===== config.mk =====
export PLATFORM = sky130hd
export DESIGN_NAME = serial_subtractor
export DESIGN_NICKNAME = d
export VERILOG_FILES = /design/src/rtl/serial_subtractor.sv
export SDC_FILE = /design/constraint.sdc
export NUM_CORES = 1
export LEC_CHECK = 0
export CAP_MARGIN = 10
export CORE_UTILIZATION = 54
export CTS_CLUSTER_SIZE = 30
export DETAILED_ROUTE_END_ITERATION = 8
export GPL_TIMING_DRIVEN = 1
export PLACE_DENSITY = 0.84
export SKIP_CTS_REPAIR_TIMING = 1
export SYNTH_ARGS = -nofsm -noshare
export SYNTH_HDL_FRONTEND = slang
export SYNTH_SLANG_ARGS = --single-unit

===== constraint.sdc =====
create_clock -name clk -period 4.8 [get_ports clk]
set_clock_uncertainty 0.2 [all_clocks]
set_input_delay 0.96 -clock clk [delete_from_list [all_inputs] [get_ports clk]]
set_output_delay 0.96 -clock clk [all_outputs]
set_load 0.02 [all_outputs]

===== src/rtl/serial_subtractor.sv =====
// Bit-serial subtractor: computes a - b - borrow_in one bit per clock, LSB first,
// behind a start/done valid-ready handshake.
module serial_subtractor #(
  parameter int WIDTH = 8
) (
  input  logic             clk,
  input  logic             rst_n,
  input  logic             start_valid,
  output logic             start_ready,
  input  logic [WIDTH-1:0] a,
  input  logic [WIDTH-1:0] b,
  input  logic             borrow_in,
  output logic [WIDTH-1:0] result,
  output logic             borrow_out,
  output logic             done_valid,
  input  logic             done_ready,
  output logic             busy
);

  localparam int CNT_W = (WIDTH > 2) ? $clog2(WIDTH) : 1;
  localparam logic [CNT_W-1:0] CNT_LAST = CNT_W'(WIDTH - 1);

  typedef enum logic [1:0] {
    IDLE = 2'd0,
    RUN  = 2'd1,
    DONE = 2'd2
  } state_t;

  state_t           state_reg;
  logic [WIDTH-1:0] a_sh_reg;
  logic [WIDTH-1:0] b_sh_reg;
  logic             br_reg;
  logic [CNT_W-1:0] cnt_reg;
  logic [WIDTH-1:0] result_reg;
  logic             borrow_out_reg;

  logic d_bit;
  logic br_next;

  // Full-subtractor cell applied to the current LSBs of the shift registers.
  assign d_bit   = a_sh_reg[0] ^ b_sh_reg[0] ^ br_reg;
  assign br_next = (~a_sh_reg[0] & (b_sh_reg[0] | br_reg)) | (b_sh_reg[0] & br_reg);

  always_ff @(posedge clk or negedge rst_n) begin
    if (!rst_n) begin
      state_reg      <= IDLE;
      a_sh_reg       <= '0;
      b_sh_reg       <= '0;
      br_reg         <= 1'b0;
      cnt_reg        <= '0;
      result_reg     <= '0;
      borrow_out_reg <= 1'b0;
    end else begin
      case (state_reg)
        IDLE: begin
          if (start_valid) begin
            a_sh_reg       <= a;
            b_sh_reg       <= b;
            br_reg         <= borrow_in;
            cnt_reg        <= '0;
            result_reg     <= '0;
            borrow_out_reg <= 1'b0;
            state_reg      <= RUN;
          end
        end
        RUN: begin
          // Difference bits enter at the MSB so bit i lands at position i after WIDTH shifts.
          result_reg <= {d_bit, result_reg[WIDTH-1:1]};
          a_sh_reg   <= {1'b0, a_sh_reg[WIDTH-1:1]};
          b_sh_reg   <= {1'b0, b_sh_reg[WIDTH-1:1]};
          br_reg     <= br_next;
          if (cnt_reg == CNT_LAST) begin
            borrow_out_reg <= br_next;
            state_reg      <= DONE;
          end else begin
            cnt_reg <= cnt_reg + 1'b1;
          end
        end
        DONE: begin
          if (done_ready) begin
            state_reg <= IDLE;
          end
        end
        default: state_reg <= IDLE;
      endcase
    end
  end

  assign start_ready = (state_reg == IDLE);
  assign done_valid  = (state_reg == DONE);
  assign busy        = (state_reg != IDLE);
  assign result      = result_reg;
  assign borrow_out  = borrow_out_reg;

endmodule


==> flow_metrics.py, run 1 <==
metrics = {
    "yosys": {
        "yosys_warnings": 0,
        "syn_area_per_cell_sq_um": 11.9,
        "ys_ff_latch": 31,
        "async_flop_share_pct": 100,
        "synthDistinctLibCells": 29,
        "synth_fp_nets": 155,
        "ys.flop_type": "dfrtp_1",
        "syn_inst": 131,
        "syn_area_sq_mm": 0.00156,
        "seq_area_frac_synth_pct": 49.8,
        "synth_edf_count": 0,
    },
    "setup_path": {
        "reg2reg_slack_ns": 2.75,
        "worstSetupEndpointType": "primary output",
        "r2r_cells": 2,
        "critical_path_arrival_ns": 2.27,
        "required_ns": 3.64,
        "worstPathMaxFanout": 33,
        "critPathLaunchType": "flip-flop",
        "worstSetupPathType": "reg -> out",
    },
    "cells_and_area": {
        "drive_above_1_share_pct": 10.6,
        "final_common_cell": "clkdlybuf4s50_1",
        "insertedDiodeCount": 0,
        "multi_input_area_sq_um": 643,
        "area_growth_pct": 22.6,
        "nFillCells": 213,
        "regArea_sq_um": 776,
        "final_cell_mix": "clkdlybuf4s50_1 (32), dfrtp_1 (31), inv_1 (13)",
        "nets": 184,
    },
    "clocking": {
        "cts.sinks": 31,
        "cts_tree": "yes",
        "numCtsBuffers": 5,
        "root_buffer": "clkbuf_4",
        "clk_path_buf_depth": 2,
        "clk_latency_ns": 0.33,
        "htree_num_levels": 2,
        "path_clk_slew_ns": 0.10,
    },
    "run_status": {
        "status": "completed",
    },
    "sta": {
        "worstMarginPinSlew_ns": 0.903,
        "post-route-min-period_ns": 3.43,
        "slew_headroom_pct": 39.8,
        "final_max_slew_viol_count": 0,
        "final.setup.tns_ns": 0,
        "finalHoldViolCount": 0,
        "fmax_mhz": 292,
        "fin_crit_sh_pct": 71.4,
        "setup_viol": 0,
        "hold_slack_ns": 0.315,
        "rsz0062_at_grt": "false",
        "setup_ws_ns": 1.37,
    },
    "route": {
        "dr.pass1.iters": 4,
        "drt_iter0_drc": 37,
        "drt-total-wl_um": 3150,
        "drc": 0,
        "vias": 1188,
        "drtAntennaViolNets": 0,
        "routedWlPerCell_um": 16.4,
        "routed_via_density": 6.19,
    },
    "placement": {
        "portBuffers": 32,
        "gp_congestion": 0.746,
        "dpl_worst_slack_ns": 1.75,
        "dp_hpwl_um": 2100,
    },
    "grt": {
        "grtUsageMet1_pct": 29.2,
        "gr-max-usage-layer": "met2",
        "overflow": 0,
        "grt_util_met3_pct": 6.74,
        "use_met2_pct": 37.0,
        "grt_first_pass_wirelength_um": 5380,
        "grt_max_degree": 36,
        "grt_use_total_pct": 22.5,
        "first_global_vias": 1172,
        "antenna_found_initial": 0,
    },
    "floorplanning": {
        "fp.dieW_um": 55.7,
        "row_count": 19,
        "die_y_um": 55.7,
        "die_area_sq_mm": 0.00311,
        "initial_core_util_pct": 57.0,
        "coreArea_sq_mm": 0.00273,
        "ios": 33,
    },
    "worst_hold_path": {
        "min_path_type": "reg -> reg",
        "hold_path_depth": 1,
    },
    "pwr": {
        "ir_drop_mv": 0.391,
        "cellPowerDensity_mw_per_mm2": 604,
        "leakagePower_nw": 0.826,
    },
    "job": {
        "cap_violations": 0,
    },
}
stage by stage:
step	std cells	utilization, %	power (W)	cell area [sq um]
floorplan	131	-	0.000834	1560
global placement	184	67.4	0.000958	1840
detailed placement	184	67.4	0.000983	1840
CTS	192	69.9	0.00116	1910
global route	192	69.9	0.00123	1910
finish	192	69.9	0.00115	1910
worst max-delay path, cell delays in order (launching register included):
cell             delay [ns]
dfrtp_1                0.94
nor2_1                 0.27
inv_1                  0.12
clkdlybuf4s50_1        0.61
path summary, 6_finish.rpt:
check | end | from
min | a_sh_reg[7] | a_sh_reg[7]
max | busy | state_reg[1]
max reg2reg | br_reg | state_reg[1]
min reg2reg | a_sh_reg[7] | a_sh_reg[7]
max in group asynchronous | a_sh_reg[0] | rst_n
min in group asynchronous | b_sh_reg[2] | rst_n
synth_stat cells (2+ instances only):
cell / count / area [sq um]
nor4b_1: 9 / 78.8
a22o_1: 9 / 78.8
a221o_1: 2 / 20.0
buf_2: 6 / 30.0
inv_1: 13 / 48.8
o221a_2: 6 / 67.6
buf_6: 5 / 56.3
o221ai_1: 2 / 17.5
or4b_1: 6 / 60.1
a211oi_1: 8 / 60.1
nor3b_1: 9 / 67.6
nand3_1: 2 / 10.0
nor2b_1: 3 / 18.8
nand2b_1: 5 / 31.3
dfrtp_1: 31 / 776
ha_1: 2 / 25.0
layout make-up:
type | count | share of cell area [%]
inverters | 13 | 2.55
clock buffers | 8 | 3.60
well taps | 31 | 2.03
repair buffers | 34 | 17.6
multi-input cells | 75 | 33.7
flip-flops and latches | 31 | 40.6
where the power goes:
| group | internal, W | switching (W) | total [W] |
|---|---|---|---|
| clock | 0.0000862 | 0.0000898 | 0.000176 |
| combinational | 0.000258 | 0.000255 | 0.000513 |
| sequential | 0.000378 | 0.0000869 | 0.000465 |
| total | 0.000723 | 0.000431 | 0.00115 |
metal layers:
metal	vias to the layer above	share of wire, %	routed length [um]
met5	-	0	0
met1	589	44	1390
met3	5	6.4	203
li1	550	-	-
met2	44	48	1530
met4	0	1.2	37
logic make-up after synthesis:
group | count (synthesis) | share of synthesized area, %
adders and majority gates | 3 | 2.89
buffers and inverters | 25 | 8.99
DFF | 31 | 49.8
AOI/OAI and AO/OA | 33 | 19.2
and+or+nand+nor | 39 | 19.2
Note: power is estimated with default switching activity, not from simulation.
==> run 2: changes to the inputs <==
CORE_UTILIZATION = 50   (was 54)
PLACE_DENSITY = 0.79   (was 0.84)
clock period = 3.2 ns   (was 4.8 ns; I/O delays follow)
==> run 2 against run 1 <==
The run now ends with DRC left. Power up 48%. Clock power up 36%. Worst setup slack worse by 0.86 ns. Register-to-register slack worse by 1.4 ns. Combinational power up 55%. Design area up 0.52%. Core utilization down 2.6 points. Highest routed layer unchanged.
==> flow_metrics.py, run 2 (synthesis results as in run 1) <==
metrics = {
    "cells_and_area": {
        "insertedDiodeCount": 0,
        "nets": 187,
        "final_cell_mix": "clkdlybuf4s50_1 (32), dfrtp_1 (31), inv_1 (13)",
        "fin_area_sq_mm": 0.00192,
        "final_common_cell": "clkdlybuf4s50_1",
        "area_growth_pct": 23.2,
        "fin_cells": 194,
        "final_core_util_pct": 67.3,
        "nFillCells": 234,
        "drive_above_1_share_pct": 12.3,
    },
    "clocking": {
        "numCtsBuffers": 5,
        "cts_tree": "yes",
        "root_buffer": "clkbuf_4",
        "clk_path_buf_depth": 2,
        "htree_num_levels": 2,
        "cts.sinks": 31,
        "path_clk_slew_ns": 0.09,
        "clk_latency_ns": 0.34,
    },
    "run_status": {
        "violations": "DRC",
        "status": "complete, but fails checks",
    },
    "sta": {
        "final.setup.tns_ns": 0,
        "setup_viol": 0,
        "final_max_slew_viol_count": 0,
        "slew_headroom_pct": 68.1,
        "fmax_mhz": 372,
        "finalHoldViolCount": 0,
        "worstMarginPinSlew_ns": 0.476,
        "fin_crit_sh_pct": 84.1,
        "setup_ws_ns": 0.509,
        "post-route-min-period_ns": 2.69,
        "rsz0062_at_grt": "false",
    },
    "placement": {
        "place_area_sq_mm": 0.00186,
        "gp_congestion": 0.744,
        "dpl_worst_slack_ns": 0.822,
        "dp_hpwl_um": 2000,
        "placedCellCount": 187,
        "portBuffers": 32,
    },
    "grt": {
        "grt_util_met3_pct": 7.14,
        "grt_max_degree": 36,
        "overflow": 0,
        "gr-max-usage-layer": "met2",
        "first_global_vias": 1117,
        "grt_use_total_pct": 20.9,
        "grt_first_pass_wirelength_um": 5240,
        "use_met2_pct": 30.9,
        "antenna_found_initial": 0,
        "grtUsageMet1_pct": 29.5,
    },
    "pwr": {
        "ir_drop_mv": 0.492,
        "cellPowerDensity_mw_per_mm2": 890,
        "leakagePower_nw": 0.837,
    },
    "job": {
        "cap_violations": 0,
    },
    "setup_path": {
        "worstPathMaxFanout": 32,
        "critical_path_arrival_ns": 1.85,
        "critPathLaunchType": "flip-flop",
        "required_ns": 2.36,
        "worstSetupPathType": "reg -> out",
        "worstSetupEndpointType": "primary output",
    },
    "floorplanning": {
        "initial_core_util_pct": 54.6,
        "ios": 33,
        "coreArea_sq_mm": 0.00285,
        "row_count": 19,
        "fp.dieW_um": 57.8,
        "die_y_um": 57.8,
        "die_area_sq_mm": 0.00335,
    },
    "route": {
        "vias": 1184,
        "routedWlPerCell_um": 16.3,
        "routed_via_density": 6.10,
        "drt_iter0_drc": 51,
        "drc": 3,
        "drt-total-wl_um": 3160,
        "drtAntennaViolNets": 0,
        "dr.pass1.iters": 9,
    },
    "worst_hold_path": {
        "min_path_type": "reg -> reg",
    },
}
run 2: layer usage:
metal	vias to the layer above	routed length (um)	share of wire (%)
li1	558	-	-
met1	588	1530	48
met2	32	1400	44
met3	6	173	5.5
met4	0	50	1.6
met5	-	0	0
run 2: critical path, cell delays in order (launching register included):
cell             delay [ns]
dfrtp_1                0.36
buf_4                  0.29
nor2b_1                0.23
clkdlybuf4s50_1        0.63
run 2: path summary, 6_finish.rpt:
path                                    from          end  slack, ns  cells past startpoint
worst max-delay path            state_reg[1]   done_valid       0.51                      3
worst min-delay path             a_sh_reg[7]  a_sh_reg[7]       0.31                      1
worst max register to register  state_reg[1]       br_reg       1.38                      4
worst min register to register   a_sh_reg[7]  a_sh_reg[7]       0.31                      1
max in group asynchronous              rst_n  a_sh_reg[5]       2.03                      2
min in group asynchronous              rst_n  b_sh_reg[1]       0.49                      2
run 2: power breakdown:
group	switching (W)	total, W	internal [W]
clock	0.000138	0.000240	0.000102
sequential	0.000108	0.000675	0.000567
combinational	0.000399	0.000795	0.000396
run 2: through the flow:
stage / hold slack, ns / power, W
2_1_floorplan: 0.144 / 0.00125
3_3_place_gp: 0.282 / 0.00145
3_5_place_dp: 0.291 / 0.00148
4_1_cts: 0.311 / 0.00172
5_1_grt: 0.324 / 0.00183
6_report: 0.307 / 0.00171
run 2: cell type report:
class | count | area (sq um) | share of cell area, %
Clock inverter | 1 | 5.00 | 0.261
Sequential cell | 31 | 776 | 40.4
Tap cell | 31 | 38.8 | 2.02
Clock buffer | 6 | 51.3 | 2.67
Multi-Input combinational cell | 75 | 643 | 33.5
Timing Repair Buffer | 37 | 358 | 18.6
Inverter | 13 | 48.8 | 2.54
==> run 3: changes to the inputs <==
CORE_UTILIZATION = 45   (was 50)
PLACE_DENSITY = 0.75   (was 0.79)
clock period = 2.2 ns   (was 3.2 ns; I/O delays follow)
==> run 3 against run 2 <==
The flow now finishes without violations. Combinational power grew 45%. Register-to-register slack worse by 1.1 ns. Sequential share of layout area shrank 0.47 points. Sequential power rose by 47%. Via count down 0.84%. Critical path depth fell by 2. Design area rose by 1.2%. Clock-buffer cell count grew 1. Final cell count rose by 8.2%. First-iteration DRC count up 43%. Non-clock buffer count is the same. Core utilization down 9.1 points. Critical endpoint is now result[3]. Largest power group unchanged. Highest routed layer unchanged.
==> flow_metrics.py, run 3 (synthesis results as in run 1) <==
metrics = {
    "floorplanning": {
        "die_y_um": 60.9,
        "coreArea_sq_mm": 0.00334,
        "ios": 33,
        "die_area_sq_mm": 0.00370,
        "row_count": 21,
        "fp.dieW_um": 60.9,
        "initial_core_util_pct": 46.7,
    },
    "setup_path": {
        "cp_num_buf_inv": 1,
        "crit_path_top_delay_cell": "clkdlybuf4s50_1",
        "worstPathCellList": "clkdlybuf4s50_1",
        "reg2reg_slack_ns": 0.27,
        "critPathLaunchType": "flip-flop",
        "worstSetupEndpointType": "primary output",
        "worstSetupPathType": "reg -> out",
        "required_ns": 1.56,
        "critical_path.max_stage_delay_ns": 0.61,
        "r2r_cells": 3,
        "r2r-end": "br_reg",
        "cp.depth": 1,
        "worstPathMaxFanout": 3,
        "crit_end": "result[3]",
        "r2r-start": "state_reg[0]",
        "crit_start": "result[3]",
        "critical_path_arrival_ns": 1.33,
        "crit_family": "buffers and inverters",
    },
    "clocking": {
        "numCtsBuffers": 5,
        "clk_latency_ns": 0.33,
        "cts_tree": "yes",
        "root_buffer": "clkbuf_4",
        "htree_num_levels": 2,
        "clk_path_buf_depth": 2,
        "path_clk_slew_ns": 0.09,
        "cts.sinks": 31,
    },
    "sta": {
        "final.setup.tns_ns": 0,
        "worstMarginPinSlew_ns": 0.799,
        "fin_crit_sh_pct": 89.7,
        "post-route-min-period_ns": 1.97,
        "finalHoldViolCount": 0,
        "setup_viol": 0,
        "slew_headroom_pct": 46.7,
        "final_max_slew_viol_count": 0,
        "fmax_mhz": 506,
        "rsz0062_at_grt": "false",
    },
    "grt": {
        "grt_util_met3_pct": 5.76,
        "use_met2_pct": 29.5,
        "grt_use_total_pct": 19.0,
        "first_global_vias": 1077,
        "grtUsageMet1_pct": 24.7,
        "gr-max-usage-layer": "met2",
        "antenna_found_initial": 0,
        "grt_max_degree": 35,
        "overflow": 0,
        "grt_first_pass_wirelength_um": 5040,
    },
    "cells_and_area": {
        "final_cell_mix": "dfrtp_1 (31), clkdlybuf4s50_1 (29), inv_1 (13)",
        "drive_above_1_share_pct": 12.2,
        "insertedDiodeCount": 0,
        "area_growth_pct": 24.6,
        "fin_area_sq_mm": 0.00194,
        "final_common_cell": "dfrtp_1",
        "multi_input_area_sq_um": 646,
        "nets": 187,
        "regArea_sq_um": 776,
        "nFillCells": 281,
    },
    "route": {
        "drt-total-wl_um": 3120,
        "drtAntennaViolNets": 0,
        "routedWlPerCell_um": 14.9,
        "drc": 0,
        "drt_iter0_drc": 73,
        "vias": 1174,
        "routed_via_density": 5.59,
        "dr.pass1.iters": 4,
    },
    "pwr": {
        "p_sw_w": 0.000930,
        "power_frac_comb_pct": 46.8,
        "power_frac_clock_pct": 12.8,
        "cellPowerDensity_mw_per_mm2": 1260,
        "p_seq_share_pct": 40.4,
        "swShare_pct": 37.9,
        "leakagePower_nw": 0.869,
        "ir_drop_mv": 0.465,
        "intPower_w": 0.00153,
    },
    "worst_hold_path": {
        "min_path_type": "in -> async",
    },
    "placement": {
        "gp_congestion": 0.783,
        "place_area_sq_mm": 0.00188,
        "portBuffers": 32,
        "dp_hpwl_um": 2070,
    },
    "run_status": {
        "status": "completed",
    },
    "job": {
        "cap_violations": 0,
    },
}
## run 3: layout make-up
type,instances,share of cell area (%)
Sequential cell,31,39.9
Multi-Input combinational cell,75,33.2
Timing Repair Buffer,37,18.8
Tap cell,46,2.96
Inverter,13,2.51
Clock buffer,7,2.32
Clock inverter,1,0.258
## run 3: layer usage
metal  vias up  wire [um]
li1        554          -
met1       585       1420
met2        30       1510
met3         5        142
met4         0         47
met5         -          0
## run 3: power by group through the flow
stage,Combinational [W],Sequential [W],Clock (W)
after floorplan,0.000765,0.00105,0
after global placement,0.00111,0.000983,0
after detailed placement,0.00116,0.00100,0
after CTS,0.00117,0.000991,0.000323
after global routing,0.00127,0.00102,0.000352
final,0.00115,0.000992,0.000313
## run 3: worst min path at each step
stage	slack, ns	depth (start not counted)	endpoint	from
after floorplan	-0.06	0	a_sh_reg[0]	rst_n
after global placement	0.28	1	a_sh_reg[7]	a_sh_reg[7]
after detailed placement	0.30	1	result[0]	result[0]
after CTS	0.31	2	borrow_out	rst_n
after global routing	0.33	2	b_sh_reg[3]	rst_n
final	0.31	2	borrow_out	rst_n
## run 3: per-stage QoR
| stage | total power [W] | util [%] | instances | hold slack (ns) | setup WS, ns |
|---|---|---|---|---|---|
| 2_1_floorplan | 0.00182 | - | 131 | -0.0556 | 0.342 |
| 3_3_place_gp | 0.00210 | 56.4 | 202 | 0.279 | 0.0752 |
| 3_5_place_dp | 0.00216 | 56.4 | 202 | 0.297 | 0.0473 |
| 4_1_cts | 0.00248 | 57.9 | 210 | 0.314 | -0.123 |
| 5_1_grt | 0.00264 | 58.2 | 210 | 0.325 | 0.137 |
| 6_report | 0.00246 | 58.2 | 210 | 0.306 | 0.226 |
